<file path="config.mk">
export PLATFORM = sky130hd
export DESIGN_NAME = fp_div_exp_mant_core_flat
export DESIGN_NICKNAME = d
export VERILOG_FILES = /design/src/rtl/fpu_div_pkg.sv /design/src/rtl/fp_div_exp_mant_core_if.sv /design/src/rtl/fp_div_step.sv /design/src/rtl/fp_div_exp_mant_core.sv /design/src/flat_wrapper.sv
export SDC_FILE = /design/constraint.sdc
export NUM_CORES = 1
export LEC_CHECK = 0
export BUFFER_PORTS_ARGS = -buffer_cell sky130_fd_sc_hd__buf_2
export CAP_MARGIN = 20
export CORE_MARGIN = 3
export CORE_UTILIZATION = 33
export CTS_BUF_LIST = sky130_fd_sc_hd__clkbuf_16
export DETAILED_ROUTE_END_ITERATION = 8
export GPL_ROUTABILITY_DRIVEN = 0
export PLACE_DENSITY_LB_ADDON = 0.25
export REMOVE_ABC_BUFFERS = 1
export SYNTH_ARGS = -nofsm -noshare
export SYNTH_HDL_FRONTEND = slang
export SYNTH_HIERARCHICAL = 1
export SYNTH_SLANG_ARGS = --single-unit
</file>
<file path="constraint.sdc">
create_clock -name CLK -period 4.45 [get_ports CLK]
set_input_delay 0.2225 -clock CLK [delete_from_list [all_inputs] [get_ports CLK]]
set_output_delay 0.2225 -clock CLK [all_outputs]
set_load 0.05 [all_outputs]
</file>
<file path="src/rtl/fpu_div_pkg.sv">
// Shared definitions for the FPU divider exponent/mantissa core.
// Holds default field widths, the exponent bias, the number of extra
// quotient bits, the FSM state encoding and the iteration count helper.
package fpu_div_pkg;

  localparam int EXP_W_DEF    = 8;
  localparam int MAN_W_DEF    = 23;
  localparam int BIAS_DEF     = 127;
  localparam int EXT_BITS_DEF = 2;

  // One quotient bit per ITER cycle: hidden bit + fraction + guard/round.
  localparam int ITER_N_DEF   = MAN_W_DEF + 1 + EXT_BITS_DEF;

  typedef enum logic [2:0] {
    S_IDLE,
    S_NORM,
    S_ALIGN,
    S_ITER,
    S_DONE
  } state_e;

  function automatic int iter_count(input int man_w, input int ext_bits);
    return man_w + 1 + ext_bits;
  endfunction

endpackage

</file>
<file path="src/rtl/fp_div_exp_mant_core_if.sv">
// Handshake/operand bus of the divider exponent/mantissa core.
//   master : drives start and the unpacked operand fields
//            (Ex_ext/Mx_ext dividend, Ey_ext/My_ext divisor), observes results.
//   slave  : the core; returns busy, done, Ez_div, Q, grs and the status flags
//            ovf, unf, div_by_zero, zero_res.
interface fp_div_exp_mant_core_if
  import fpu_div_pkg::*;
#(
  parameter int EXP_W = EXP_W_DEF,
  parameter int MAN_W = MAN_W_DEF
);
  logic             start;
  logic [EXP_W-1:0] Ex_ext;
  logic [EXP_W-1:0] Ey_ext;
  logic [MAN_W-1:0] Mx_ext;
  logic [MAN_W-1:0] My_ext;

  logic             busy;
  logic             done;
  logic [EXP_W+1:0] Ez_div;
  logic [MAN_W:0]   Q;
  logic [2:0]       grs;
  logic             ovf;
  logic             unf;
  logic             div_by_zero;
  logic             zero_res;

  modport master (
    output start, Ex_ext, Ey_ext, Mx_ext, My_ext,
    input  busy, done, Ez_div, Q, grs, ovf, unf, div_by_zero, zero_res
  );

  modport slave (
    input  start, Ex_ext, Ey_ext, Mx_ext, My_ext,
    output busy, done, Ez_div, Q, grs, ovf, unf, div_by_zero, zero_res
  );
endinterface

</file>
<file path="src/rtl/fp_div_step.sv">
// Single restoring-division step (combinational).
//   rem, div  : partial remainder and divisor, both W bits
//   rem_next  : (rem-div)<<1 when rem >= div, else rem<<1
//   qbit      : quotient bit produced by this step
module fp_div_step #(
  parameter int W = 25
) (
  input  logic [W-1:0] rem,
  input  logic [W-1:0] div,
  output logic [W-1:0] rem_next,
  output logic         qbit
);
  always_comb begin
    qbit     = (rem >= div);
    rem_next = qbit ? ((rem - div) << 1) : (rem << 1);
  end
endmodule

</file>
<file path="src/rtl/fp_div_exp_mant_core.sv">
// Exponent/mantissa core of the FPU divider.
// Computes the biased quotient exponent Ez = Ex - Ey + BIAS and the
// normalised quotient significand with guard/round/sticky using an
// iterative restoring divider (one quotient bit per cycle).
// Ports:
//   CLK   : clock, rising edge
//   RST   : asynchronous, active-low reset
//   bus   : slave side of fp_div_exp_mant_core_if (start/operands in,
//           busy/done/Ez_div/Q/grs/ovf/unf/div_by_zero/zero_res out)
// Configuration macro FPDIV_DENORM_EN: when defined, denormal operands are
// normalised in a NORM state; when undefined they are flushed to zero.
module fp_div_exp_mant_core
  import fpu_div_pkg::*;
#(
  parameter int EXP_W    = EXP_W_DEF,
  parameter int MAN_W    = MAN_W_DEF,
  parameter int BIAS     = BIAS_DEF,
  parameter int EXT_BITS = EXT_BITS_DEF
) (
  input logic                    CLK,
  input logic                    RST,
  fp_div_exp_mant_core_if.slave  bus
);
  localparam int SIG_W = MAN_W + 1;
  localparam int REM_W = MAN_W + 2;
  localparam int EZ_W  = EXP_W + 2;
  localparam int QB_W  = iter_count(MAN_W, EXT_BITS);
  localparam int CNT_W = $clog2(QB_W + 1);
  // Quotient bits below the round position fold into sticky.
  localparam logic [QB_W-1:0] STK_MASK = QB_W'((64'd1 << (EXT_BITS - 2)) - 64'd1);
  localparam logic [EZ_W-1:0] EZ_MAX   = EZ_W'((1 << EXP_W) - 1);

  state_e            state_q, state_d;
  logic [REM_W-1:0]  rem_q, rem_d;
  logic [SIG_W-1:0]  sy_q, sy_d;
  logic [EZ_W-1:0]   ez_q, ez_d;
  logic [CNT_W-1:0]  cnt_q, cnt_d;
  logic [QB_W-1:0]   qb_q, qb_d;

  logic [SIG_W-1:0]  q_out_q, q_out_d;
  logic [2:0]        grs_q, grs_d;
  logic [EZ_W-1:0]   ez_out_q, ez_out_d;
  logic              ovf_q, ovf_d;
  logic              unf_q, unf_d;
  logic              dbz_q, dbz_d;
  logic              zr_q, zr_d;

  logic              zero_x, zero_y, hx, hy;
  logic [EZ_W-1:0]   ex_eff, ey_eff, ez_new;
  logic [REM_W-1:0]  rem_new, rem_step;
  logic [SIG_W-1:0]  sy_new;
  logic              qbit;

  fp_div_step #(.W(REM_W)) u_step (
    .rem      (rem_q),
    .div      ({1'b0, sy_q}),
    .rem_next (rem_step),
    .qbit     (qbit)
  );

  // Operand classification at launch.
  always_comb begin
`ifdef FPDIV_DENORM_EN
    zero_x = (bus.Ex_ext == '0) && (bus.Mx_ext == '0);
    zero_y = (bus.Ey_ext == '0) && (bus.My_ext == '0);
    hx     = (bus.Ex_ext != '0);
    hy     = (bus.Ey_ext != '0);
    ex_eff = (bus.Ex_ext == '0) ? EZ_W'(1) : EZ_W'(bus.Ex_ext);
    ey_eff = (bus.Ey_ext == '0) ? EZ_W'(1) : EZ_W'(bus.Ey_ext);
`else
    // A zero exponent field means zero: denormals are flushed.
    zero_x = (bus.Ex_ext == '0);
    zero_y = (bus.Ey_ext == '0);
    hx     = 1'b1;
    hy     = 1'b1;
    ex_eff = EZ_W'(bus.Ex_ext);
    ey_eff = EZ_W'(bus.Ey_ext);
`endif
    ez_new  = ex_eff + (EZ_W'(0) - ey_eff) + EZ_W'(BIAS);
    rem_new = {1'b0, hx, bus.Mx_ext};
    sy_new  = {hy, bus.My_ext};
  end

  always_comb begin
    state_d  = state_q;
    rem_d    = rem_q;
    sy_d     = sy_q;
    ez_d     = ez_q;
    cnt_d    = cnt_q;
    qb_d     = qb_q;
    q_out_d  = q_out_q;
    grs_d    = grs_q;
    ez_out_d = ez_out_q;
    ovf_d    = ovf_q;
    unf_d    = unf_q;
    dbz_d    = dbz_q;
    zr_d     = zr_q;

    case (state_q)
      S_IDLE: begin
        if (bus.start) begin
          rem_d    = rem_new;
          sy_d     = sy_new;
          ez_d     = ez_new;
          cnt_d    = '0;
          qb_d     = '0;
          q_out_d  = '0;
          grs_d    = '0;
          ez_out_d = '0;
          ovf_d    = 1'b0;
          unf_d    = 1'b0;
          dbz_d    = 1'b0;
          zr_d     = 1'b0;
          if (zero_y) begin
            dbz_d    = 1'b1;
            ez_out_d = ez_new;
            state_d  = S_DONE;
          end else if (zero_x) begin
            zr_d     = 1'b1;
            ez_out_d = ez_new;
            state_d  = S_DONE;
          end else begin
`ifdef FPDIV_DENORM_EN
            if (!rem_new[MAN_W] || !sy_new[MAN_W]) state_d = S_NORM;
            else                                    state_d = S_ALIGN;
`else
            state_d = S_ALIGN;
`endif
          end
        end
      end

      S_NORM: begin
`ifdef FPDIV_DENORM_EN
        // Both significands shift together; each shift moves Ez by one.
        if (!rem_q[MAN_W]) begin
          rem_d = rem_q << 1;
        end
        if (!sy_q[MAN_W]) begin
          sy_d = sy_q << 1;
        end
        ez_d = ez_q - EZ_W'(!rem_q[MAN_W]) + EZ_W'(!sy_q[MAN_W]);
        if (rem_d[MAN_W] && sy_d[MAN_W]) state_d = S_ALIGN;
`else
        state_d = S_ALIGN;
`endif
      end

      S_ALIGN: begin
        if (rem_q < {1'b0, sy_q}) begin
          rem_d = rem_q << 1;
          ez_d  = ez_q - EZ_W'(1);
        end
        state_d = S_ITER;
      end

      S_ITER: begin
        rem_d = rem_step;
        qb_d  = {qb_q[QB_W-2:0], qbit};
        cnt_d = cnt_q + CNT_W'(1);
        if (cnt_q == CNT_W'(QB_W - 1)) begin
          q_out_d  = qb_d[QB_W-1 -: SIG_W];
          grs_d    = {qb_d[EXT_BITS-1], qb_d[EXT_BITS-2],
                      (|rem_step) | (|(qb_d & STK_MASK))};
          ez_out_d = ez_q;
          ovf_d    = ($signed(ez_q) >= $signed(EZ_MAX));
          unf_d    = ($signed(ez_q) <= $signed(EZ_W'(0)));
          state_d  = S_DONE;
        end
      end

      S_DONE: begin
        state_d = S_IDLE;
      end

      default: begin
        state_d = S_IDLE;
      end
    endcase
  end

  always_ff @(posedge CLK or negedge RST) begin
    if (!RST) begin
      state_q  <= S_IDLE;
      rem_q    <= '0;
      sy_q     <= '0;
      ez_q     <= '0;
      cnt_q    <= '0;
      qb_q     <= '0;
      q_out_q  <= '0;
      grs_q    <= '0;
      ez_out_q <= '0;
      ovf_q    <= 1'b0;
      unf_q    <= 1'b0;
      dbz_q    <= 1'b0;
      zr_q     <= 1'b0;
    end else begin
      state_q  <= state_d;
      rem_q    <= rem_d;
      sy_q     <= sy_d;
      ez_q     <= ez_d;
      cnt_q    <= cnt_d;
      qb_q     <= qb_d;
      q_out_q  <= q_out_d;
      grs_q    <= grs_d;
      ez_out_q <= ez_out_d;
      ovf_q    <= ovf_d;
      unf_q    <= unf_d;
      dbz_q    <= dbz_d;
      zr_q     <= zr_d;
    end
  end

  assign bus.busy        = (state_q != S_IDLE);
  assign bus.done        = (state_q == S_DONE);
  assign bus.Ez_div      = ez_out_q;
  assign bus.Q           = q_out_q;
  assign bus.grs         = grs_q;
  assign bus.ovf         = ovf_q;
  assign bus.unf         = unf_q;
  assign bus.div_by_zero = dbz_q;
  assign bus.zero_res    = zr_q;

endmodule

</file>
<file path="src/flat_wrapper.sv">
// flat-port wrapper written by rule: the top's interface ports become plain ports
module fp_div_exp_mant_core_flat import fpu_div_pkg::*;
#(
  parameter int EXP_W    = EXP_W_DEF,
  parameter int MAN_W    = MAN_W_DEF,
  parameter int BIAS     = BIAS_DEF,
  parameter int EXT_BITS = EXT_BITS_DEF
)
  (CLK, RST, bus_start, bus_Ex_ext, bus_Ey_ext, bus_Mx_ext, bus_My_ext, bus_busy, bus_done, bus_Ez_div, bus_Q, bus_grs, bus_ovf, bus_unf, bus_div_by_zero, bus_zero_res);
  fp_div_exp_mant_core_if #(.EXP_W(EXP_W), .MAN_W(MAN_W)) bus_i ();
  input logic CLK;
  input logic RST;
  input wire logic [$bits(bus_i.start)-1:0] bus_start;
  input wire logic [$bits(bus_i.Ex_ext)-1:0] bus_Ex_ext;
  input wire logic [$bits(bus_i.Ey_ext)-1:0] bus_Ey_ext;
  input wire logic [$bits(bus_i.Mx_ext)-1:0] bus_Mx_ext;
  input wire logic [$bits(bus_i.My_ext)-1:0] bus_My_ext;
  output wire logic [$bits(bus_i.busy)-1:0] bus_busy;
  output wire logic [$bits(bus_i.done)-1:0] bus_done;
  output wire logic [$bits(bus_i.Ez_div)-1:0] bus_Ez_div;
  output wire logic [$bits(bus_i.Q)-1:0] bus_Q;
  output wire logic [$bits(bus_i.grs)-1:0] bus_grs;
  output wire logic [$bits(bus_i.ovf)-1:0] bus_ovf;
  output wire logic [$bits(bus_i.unf)-1:0] bus_unf;
  output wire logic [$bits(bus_i.div_by_zero)-1:0] bus_div_by_zero;
  output wire logic [$bits(bus_i.zero_res)-1:0] bus_zero_res;
  assign bus_i.start = bus_start;
  assign bus_i.Ex_ext = bus_Ex_ext;
  assign bus_i.Ey_ext = bus_Ey_ext;
  assign bus_i.Mx_ext = bus_Mx_ext;
  assign bus_i.My_ext = bus_My_ext;
  assign bus_busy = bus_i.busy;
  assign bus_done = bus_i.done;
  assign bus_Ez_div = bus_i.Ez_div;
  assign bus_Q = bus_i.Q;
  assign bus_grs = bus_i.grs;
  assign bus_ovf = bus_i.ovf;
  assign bus_unf = bus_i.unf;
  assign bus_div_by_zero = bus_i.div_by_zero;
  assign bus_zero_res = bus_i.zero_res;
  fp_div_exp_mant_core #(.EXP_W(EXP_W), .MAN_W(MAN_W), .BIAS(BIAS), .EXT_BITS(EXT_BITS)) u_core (.CLK(CLK), .RST(RST), .bus(bus_i));
endmodule
</file>
==> results.txt, run 1 <==
Worst path max stage delay = 0.56 ns
xor/xnor share of the synthesized area = 2.496%
fin area = 10750 um^2
PwrDens = 896.4 nW/um^2
die footprint = 29680 um^2
Ant. Diodes = 0
Mapped Area = 9125 um^2
largest area contributor in the netlist = dfrtp_1
layout cells sized above 1 = 19.58%
TritonCTS clock tree = done
period utilisation layout = 85.90%
Post-Synth Simple-Gate Area = 16.63%
Setup TNS Final = 0 ns
initial antenna violation count = 0
Setup CP Type = register to register
R2R cell count = 12
total CTS buffers = 17
Initial DRT Pass Iterations = 6
Buf/Inv on CP = 1
Clock Sinks = 133
vias in the first global route = 7781
largest family of logic cells by synthesized area = compound AO/OA/AOI/OAI gates
global-route usage over all layers = 18.04%
Tmin final = 3.823 ns
clk slew on worst S/H paths = 0.07 ns
Post-synth EDFFs = 0
first-pass GRT wire length = 42390 um
clk buf depth = 2
IO buf count = 107
slowest CP cell = a21oi_4
outcome = complete, no violations
sequential share of the synthesized area = 36.47%
Async SR Flop Fraction = 100.0%
grt ovf = 0
synthesized area per cell = 8.885 um^2
hpwl dp = 18860 um
reg2reg start = u_core/rem_q[10]$_DFFE_PN0P_
Final nets = 1263
Cell Area, Placed = 9990 um^2
boundary pin count = 108
synthesized netlist cell count = 1027
post-synthesis mux area share = 3.305%
Final ANT Viol Nets = 0
largest net degree at the start of global routing = 94
DIE HEIGHT = 172.3 um
worst skew pair latency = 0.42 ns
instance count on the critical path = 12
type of the most critical hold path = primary input to register
worst slew pin tran = 1.031 ns
Fmax = 261.6 MHz
start point of the critical path = u_core/rem_q[10]$_DFFE_PN0P_
leakage = 0.005057 uW
Crit path max-delay family = compound AO/OA/AOI/OAI gates
final number of hold-violating endpoints = 0
Syn. warnings = 6
Die W = 172.3 um
most used cell, CP = a21oi_1
core outline area = 27100 um^2
reg2reg end = u_core/bus.grs[0]$_DFFE_PN0P_
initial core utilization = 33.67%
Peak VDD IR = 0.3337 mV
Vias = 8021
Setup crit start kind = register
Seq cells post-synth = 133
Worst Hold Slack = 0.01572 ns
reg-to-reg slack, setup = 0.63 ns
Vias/cell = 5.308
RSZ-0062 raised after global routing = false
post-synthesis to final-layout area growth = 17.77%
Max transition margin = 31.10%
# rows = 60
First DRT Iteration DRCs = 640
DRT Wirelength = 26510 um
DRC Markers = 0
fin. max-slew vios = 0
drt wl/cell = 17.55 um
CP Capture Point = u_core/bus.grs[0]$_DFFE_PN0P_
top post-synthesis cells by count = 133 x dfrtp_1, 133 x nand2_1, 84 x inv_1, 70 x ha_1, 70 x o21ai_0
total of max-cap violations = 0
predominant post-synthesis flop cell = dfrtp_1
worst path arrival time = 4.14 ns
Synth top area share = 36.47%
post-synth cell types = 73
post-synthesis compound-gate area fraction = 24.60%
crit-path cells = ha_1 > a21oi_1 > o21ai_0 > a21oi_1 > nand3_2 > a21oi_4 > inv_4 > mux2i_1 > or4_1 > nor4_1 > nand4_1 > a22o_1
CP max FO = 23
Worst EP required = 4.76 ns
Adder-Cell Fraction of Synth Area = 10.04%
number of post-CTS setup repair buffers = 0
synth top area cells = dfrtp_1 36%, ha_1 9.6%, nand2_1 5.5%
Root Buffer = clkbuf_16
setup violators final = 0
H-tree levels = 4
crit end category = register
Clock Skew = 0.008195 ns
## cells in the final DEF, fill, tap and decap left out, types with 8 or more instances in the layout
master         count
buf_4             13
and3_1             8
nand4_1           14
a211oi_1          33
a21o_1            14
o21ai_0           70
nand2_1          132
inv_1             85
nor2_1            54
o22ai_1           24
a211oi_2          22
xnor2_1           13
nor3_1            10
ha_1              70
nand2b_1           8
buf_2            106
clkbuf_16         17
mux2_2            25
nand3_1           44
dlygate4sd3_1     14
a22oi_1           12
a21oi_1           38
a22o_1            32
xor2_1            13
dfrtp_1          133
nor4_1             9
## cell type report
type                            count  area [um^2]
Tap cell                          372        465.4
Multi-Input combinational cell    754         5235
Clock buffer                       17        425.4
Fill cell                        2713        16350
Clock inverter                     15        171.4
Timing Repair Buffer              135        799.5
Sequential cell                   133         3328
Inverter                           85        321.6
## what timing repair did
action                                 CTS  global route
hold buffers                            14             0
gates resized for setup                  0             0
endpoints found under the hold margin  105             0
## logic make-up after synthesis
kind of cell    count (synthesis)
fa+ha+maj                      72
compound gates                307
simple gates                  320
flops                         133
buf+inv                       140
other cells                     2
xor+xnor                       26
mux                            27
## worst reg2reg max path: cells and delay by family (launching register included)
| family | cells | cell delay [ns] |
|---|---|---|
| compound gates | 5 | 1.43 |
| simple gates | 4 | 1.05 |
| flops | 1 | 0.44 |
| fa+ha+maj | 1 | 0.39 |
| buf+inv | 1 | 0.21 |
| mux | 1 | 0.19 |
## registers in the layout, summed over array words and instances, names as in the netlist
name                    flops
u_core/bus.div_by_zero      1
u_core/ez_q                10
u_core/state_q              3
u_core/rem_q               25
u_core/bus.unf              1
u_core/bus.Ez_div          10
u_core/cnt_q                5
u_core/qb_q                25
u_core/bus.zero_res         1
u_core/sy_q                24
u_core/bus.Q               24
u_core/bus.grs              3
u_core/bus.ovf              1
## stage by stage
stage	power (uW)	setup WS [ns]	utilization, %	cells
3_3_place_gp	8075	0.7410	36.86	1464
6_report	9634	0.6274	39.65	1511
5_1_grt	10400	0.3243	39.65	1511
3_5_place_dp	8103	0.6785	36.86	1464
2_1_floorplan	6573	-0.3241	-	972
4_1_cts	9629	0.6559	39.58	1510
## layer usage
metal	track usage, %	share of wire [%]
met5	0	0
met2	27.52	45
met4	4.859	1.3
met1	26.76	49
met3	2.561	4.4
## worst min-delay path by stage
stage	startpoint	to	depth (start not counted)
4_1_cts	bus_My_ext[2]	u_core/sy_q[2]$_DFFE_PN0P_	3
3_3_place_gp	RST	u_core/bus.Q[22]$_DFFE_PN0P_	1
6_report	bus_My_ext[9]	u_core/sy_q[9]$_DFFE_PN0P_	3
5_1_grt	bus_My_ext[2]	u_core/sy_q[2]$_DFFE_PN0P_	3
3_5_place_dp	RST	u_core/bus.Q[23]$_DFFE_PN0P_	1
2_1_floorplan	RST	u_core/bus.Ez_div[0]$_DFFE_PN0P_	0
## where the power goes
group          switching (uW)  leakage (uW)  internal, uW
clock                     608      0.000290           841
combinational            3570       0.00312          2330
sequential                523       0.00164          1760
total                    4700       0.00506          4930
Power figures use the tool's default switching activity.
==> run 2, diff against run 1 <==
--- a/config.mk
+++ b/config.mk
@@ -5,10 +5,10 @@
 export SDC_FILE = /design/constraint.sdc
 export NUM_CORES = 1
 export LEC_CHECK = 0
-export BUFFER_PORTS_ARGS = -buffer_cell sky130_fd_sc_hd__buf_2
+export BUFFER_PORTS_ARGS = -buffer_cell sky130_fd_sc_hd__buf_4
 export CAP_MARGIN = 20
 export CORE_MARGIN = 3
-export CORE_UTILIZATION = 33
+export CORE_UTILIZATION = 50
 export CTS_BUF_LIST = sky130_fd_sc_hd__clkbuf_16
 export DETAILED_ROUTE_END_ITERATION = 8
 export GPL_ROUTABILITY_DRIVEN = 0
==> results.txt, run 2 (synthesis gave the netlist of run 1 again) <==
Max transition margin = 29.82% (-1.3 points)
Ant. Diodes = 0 (unchanged)
initial antenna violation count = 0 (unchanged)
crit-path cells = ha_1 > a21oi_1 > o21ai_0 > a21oi_1 > nand3_2 > a21oi_4 > buf_4 > o21ai_0 > nor4_1 > nand2_1 > nor4_1 > nand4_1 > a22o_1
DRC Markers = 0 (unchanged)
Clock Skew = 0.01147 ns (+0.003273 ns)
leading cell type in the layout, fill and taps excluded = dfrtp_1
total CTS buffers = 17 (unchanged)
layout cells sized above 1 = 19.63% (+0.052 points)
First DRT Iteration DRCs = 644 (+0.63%)
Vias/cell = 6.008 (+13%)
H-tree levels = 4 (unchanged)
setup violators final = 0 (unchanged)
Peak VDD IR = 0.4480 mV (+34%)
Final ANT Viol Nets = 0 (unchanged)
first-pass GRT wire length = 40630 um (-4.1%)
Worst EP required = 4.76 ns (about the same)
CP max FO = 28 (+22%)
clk slew on worst S/H paths = 0.07 ns (about the same)
Cell Area, Placed = 10060 um^2 (+0.74%)
slowest CP cell = dfrtp_1
worst slew pin tran = 1.050 ns (+0.01917 ns)
Register Area = 3328 um^2 (unchanged)
Setup TNS Final = 0 ns (unchanged)
total of max-cap violations = 0 (unchanged)
PwrDens = 900.5 nW/um^2 (+0.46%)
Vias = 8177 (+1.9%)
number of post-CTS setup repair buffers = 0 (unchanged)
multi-input combinational cell area = 5235 um^2 (unchanged)
worst skew pair latency = 0.42 ns (about the same)
RSZ-0062 raised after global routing = false
outcome = complete, no violations
boundary pin count = 108 (unchanged)
type of the most critical hold path = primary input to register
fin area = 10820 um^2 (+0.71%)
Tmin final = 3.676 ns (-0.1465 ns)
DRT Wirelength = 24770 um (-6.6%)
Fmax = 272.0 MHz (+4.0%)
Worst Hold Slack = 0.01127 ns (-0.004455 ns)
Final nets = 1260 (-0.24%)
Root Buffer = clkbuf_16
initial core utilization = 51.86% (+18 points)
DIE HEIGHT = 141.1 um (-18%)
core outline area = 17600 um^2 (-35%)
vias in the first global route = 8018 (+3.0%)
reg-to-reg slack, setup = 0.77 ns (+0.15 ns)
# rows = 48 (-20%)
Setup CP Type = register to register
Clock Sinks = 133 (unchanged)
most frequent cells in the layout = 133 x dfrtp_1, 132 x nand2_1, 118 x buf_4, 84 x inv_1
Worst path max stage delay = 0.47 ns (-0.09 ns)
Die W = 141.1 um (-18%)
global-route usage over all layers = 24.99% (+6.9 points)
largest net degree at the start of global routing = 97 (+3.2%)
biggest regs = u_core/qb_q: 25 flops, u_core/rem_q: 25 flops
IO buf count = 107 (unchanged)
crit end category = register
die footprint = 19910 um^2 (-33%)
post-synthesis to final-layout area growth = 18.61%
Setup crit start kind = register
clk buf depth = 2 (unchanged)
leakage = 0.005113 uW (+1.1%)
worst path arrival time = 3.99 ns (-0.15 ns)
fin. max-slew vios = 0 (unchanged)
hpwl dp = 17220 um (-8.7%)
Initial DRT Pass Iterations = 5 (-1)
period utilisation layout = 82.61% (-3.3 points)
TritonCTS clock tree = done
Fillers = 1552 (-43%)
final number of hold-violating endpoints = 0 (unchanged)
drt wl/cell = 18.20 um (+3.7%)
grt ovf = 0 (unchanged)
[run 2: cell count changes in the layout (fill, tap and decap cells not counted), sizes merged]
| cell | change |
|---|---|
| clkinv | +2 |
| dlygate4sd3 | -2 |
| buf | -1 |
| bufinv | -1 |
| clkinvlp | -1 |
[run 2: through the flow]
stage	total power, uW	util (%)	worst slack, ns	std cells
after global routing	10460	61.50	0.5311	1361
after global placement	8008	57.19	0.9335	1316
after floorplan	6573	-	-0.3241	972
after CTS	9628	61.35	0.8574	1360
after detailed placement	8114	57.19	0.8814	1316
final	9746	61.50	0.7738	1361
[run 2: worst paths after layout]
path                                                   from  cells after the start                          endpoint
max reg2reg                    u_core/rem_q[10]$_DFFE_PN0P_                     13     u_core/bus.grs[0]$_DFFE_PN0P_
max                            u_core/rem_q[10]$_DFFE_PN0P_                     13     u_core/bus.grs[0]$_DFFE_PN0P_
min                                          bus_My_ext[11]                      3       u_core/sy_q[11]$_DFFE_PN0P_
min in group asynchronous                               RST                      2        u_core/sy_q[6]$_DFFE_PN0P_
min reg2reg                u_core/bus.Ez_div[8]$_DFFE_PN0P_                      2  u_core/bus.Ez_div[8]$_DFFE_PN0P_
max in group asynchronous                               RST                      3       u_core/bus.Q[1]$_DFFE_PN0P_
[run 2: area by class of cell]
type,instances,area share (%)
Multi-Input combinational cell,754,48.37
Clock inverter,15,1.723
Timing Repair Buffer,132,9.653
Inverter,85,2.971
Clock buffer,17,3.931
Sequential cell,133,30.75
Tap cell,225,2.601
[run 2: routing by layer]
layer	routed length [um]	GRT usage, %	vias up	part of all wire (%)
met5	0	0	-	0
met4	505	8.312	0	2.0
met3	1608	4.579	39	6.5
met2	11150	38.07	321	45
met1	11510	35.97	3905	46
li1	-	-	3912	-
[run 2: critical path, delay by kind of cell, from the launching register on]
kind | cells | cell delay (ns)
compound gates | 6 | 1.37
simple gates | 5 | 0.95
flops | 1 | 0.47
fa+ha+maj | 1 | 0.42
buf+inv | 1 | 0.34
[run 2: what timing repair did]
action,CTS,global route
resized for setup,0,0
hold buffers,12,0
hold endpoints to repair,106,0
[run 2: where the power goes]
part,total (uW),internal [uW],switching (uW)
combinational,6030,2450,3580
clock,1430,805,625
sequential,2290,1760,529
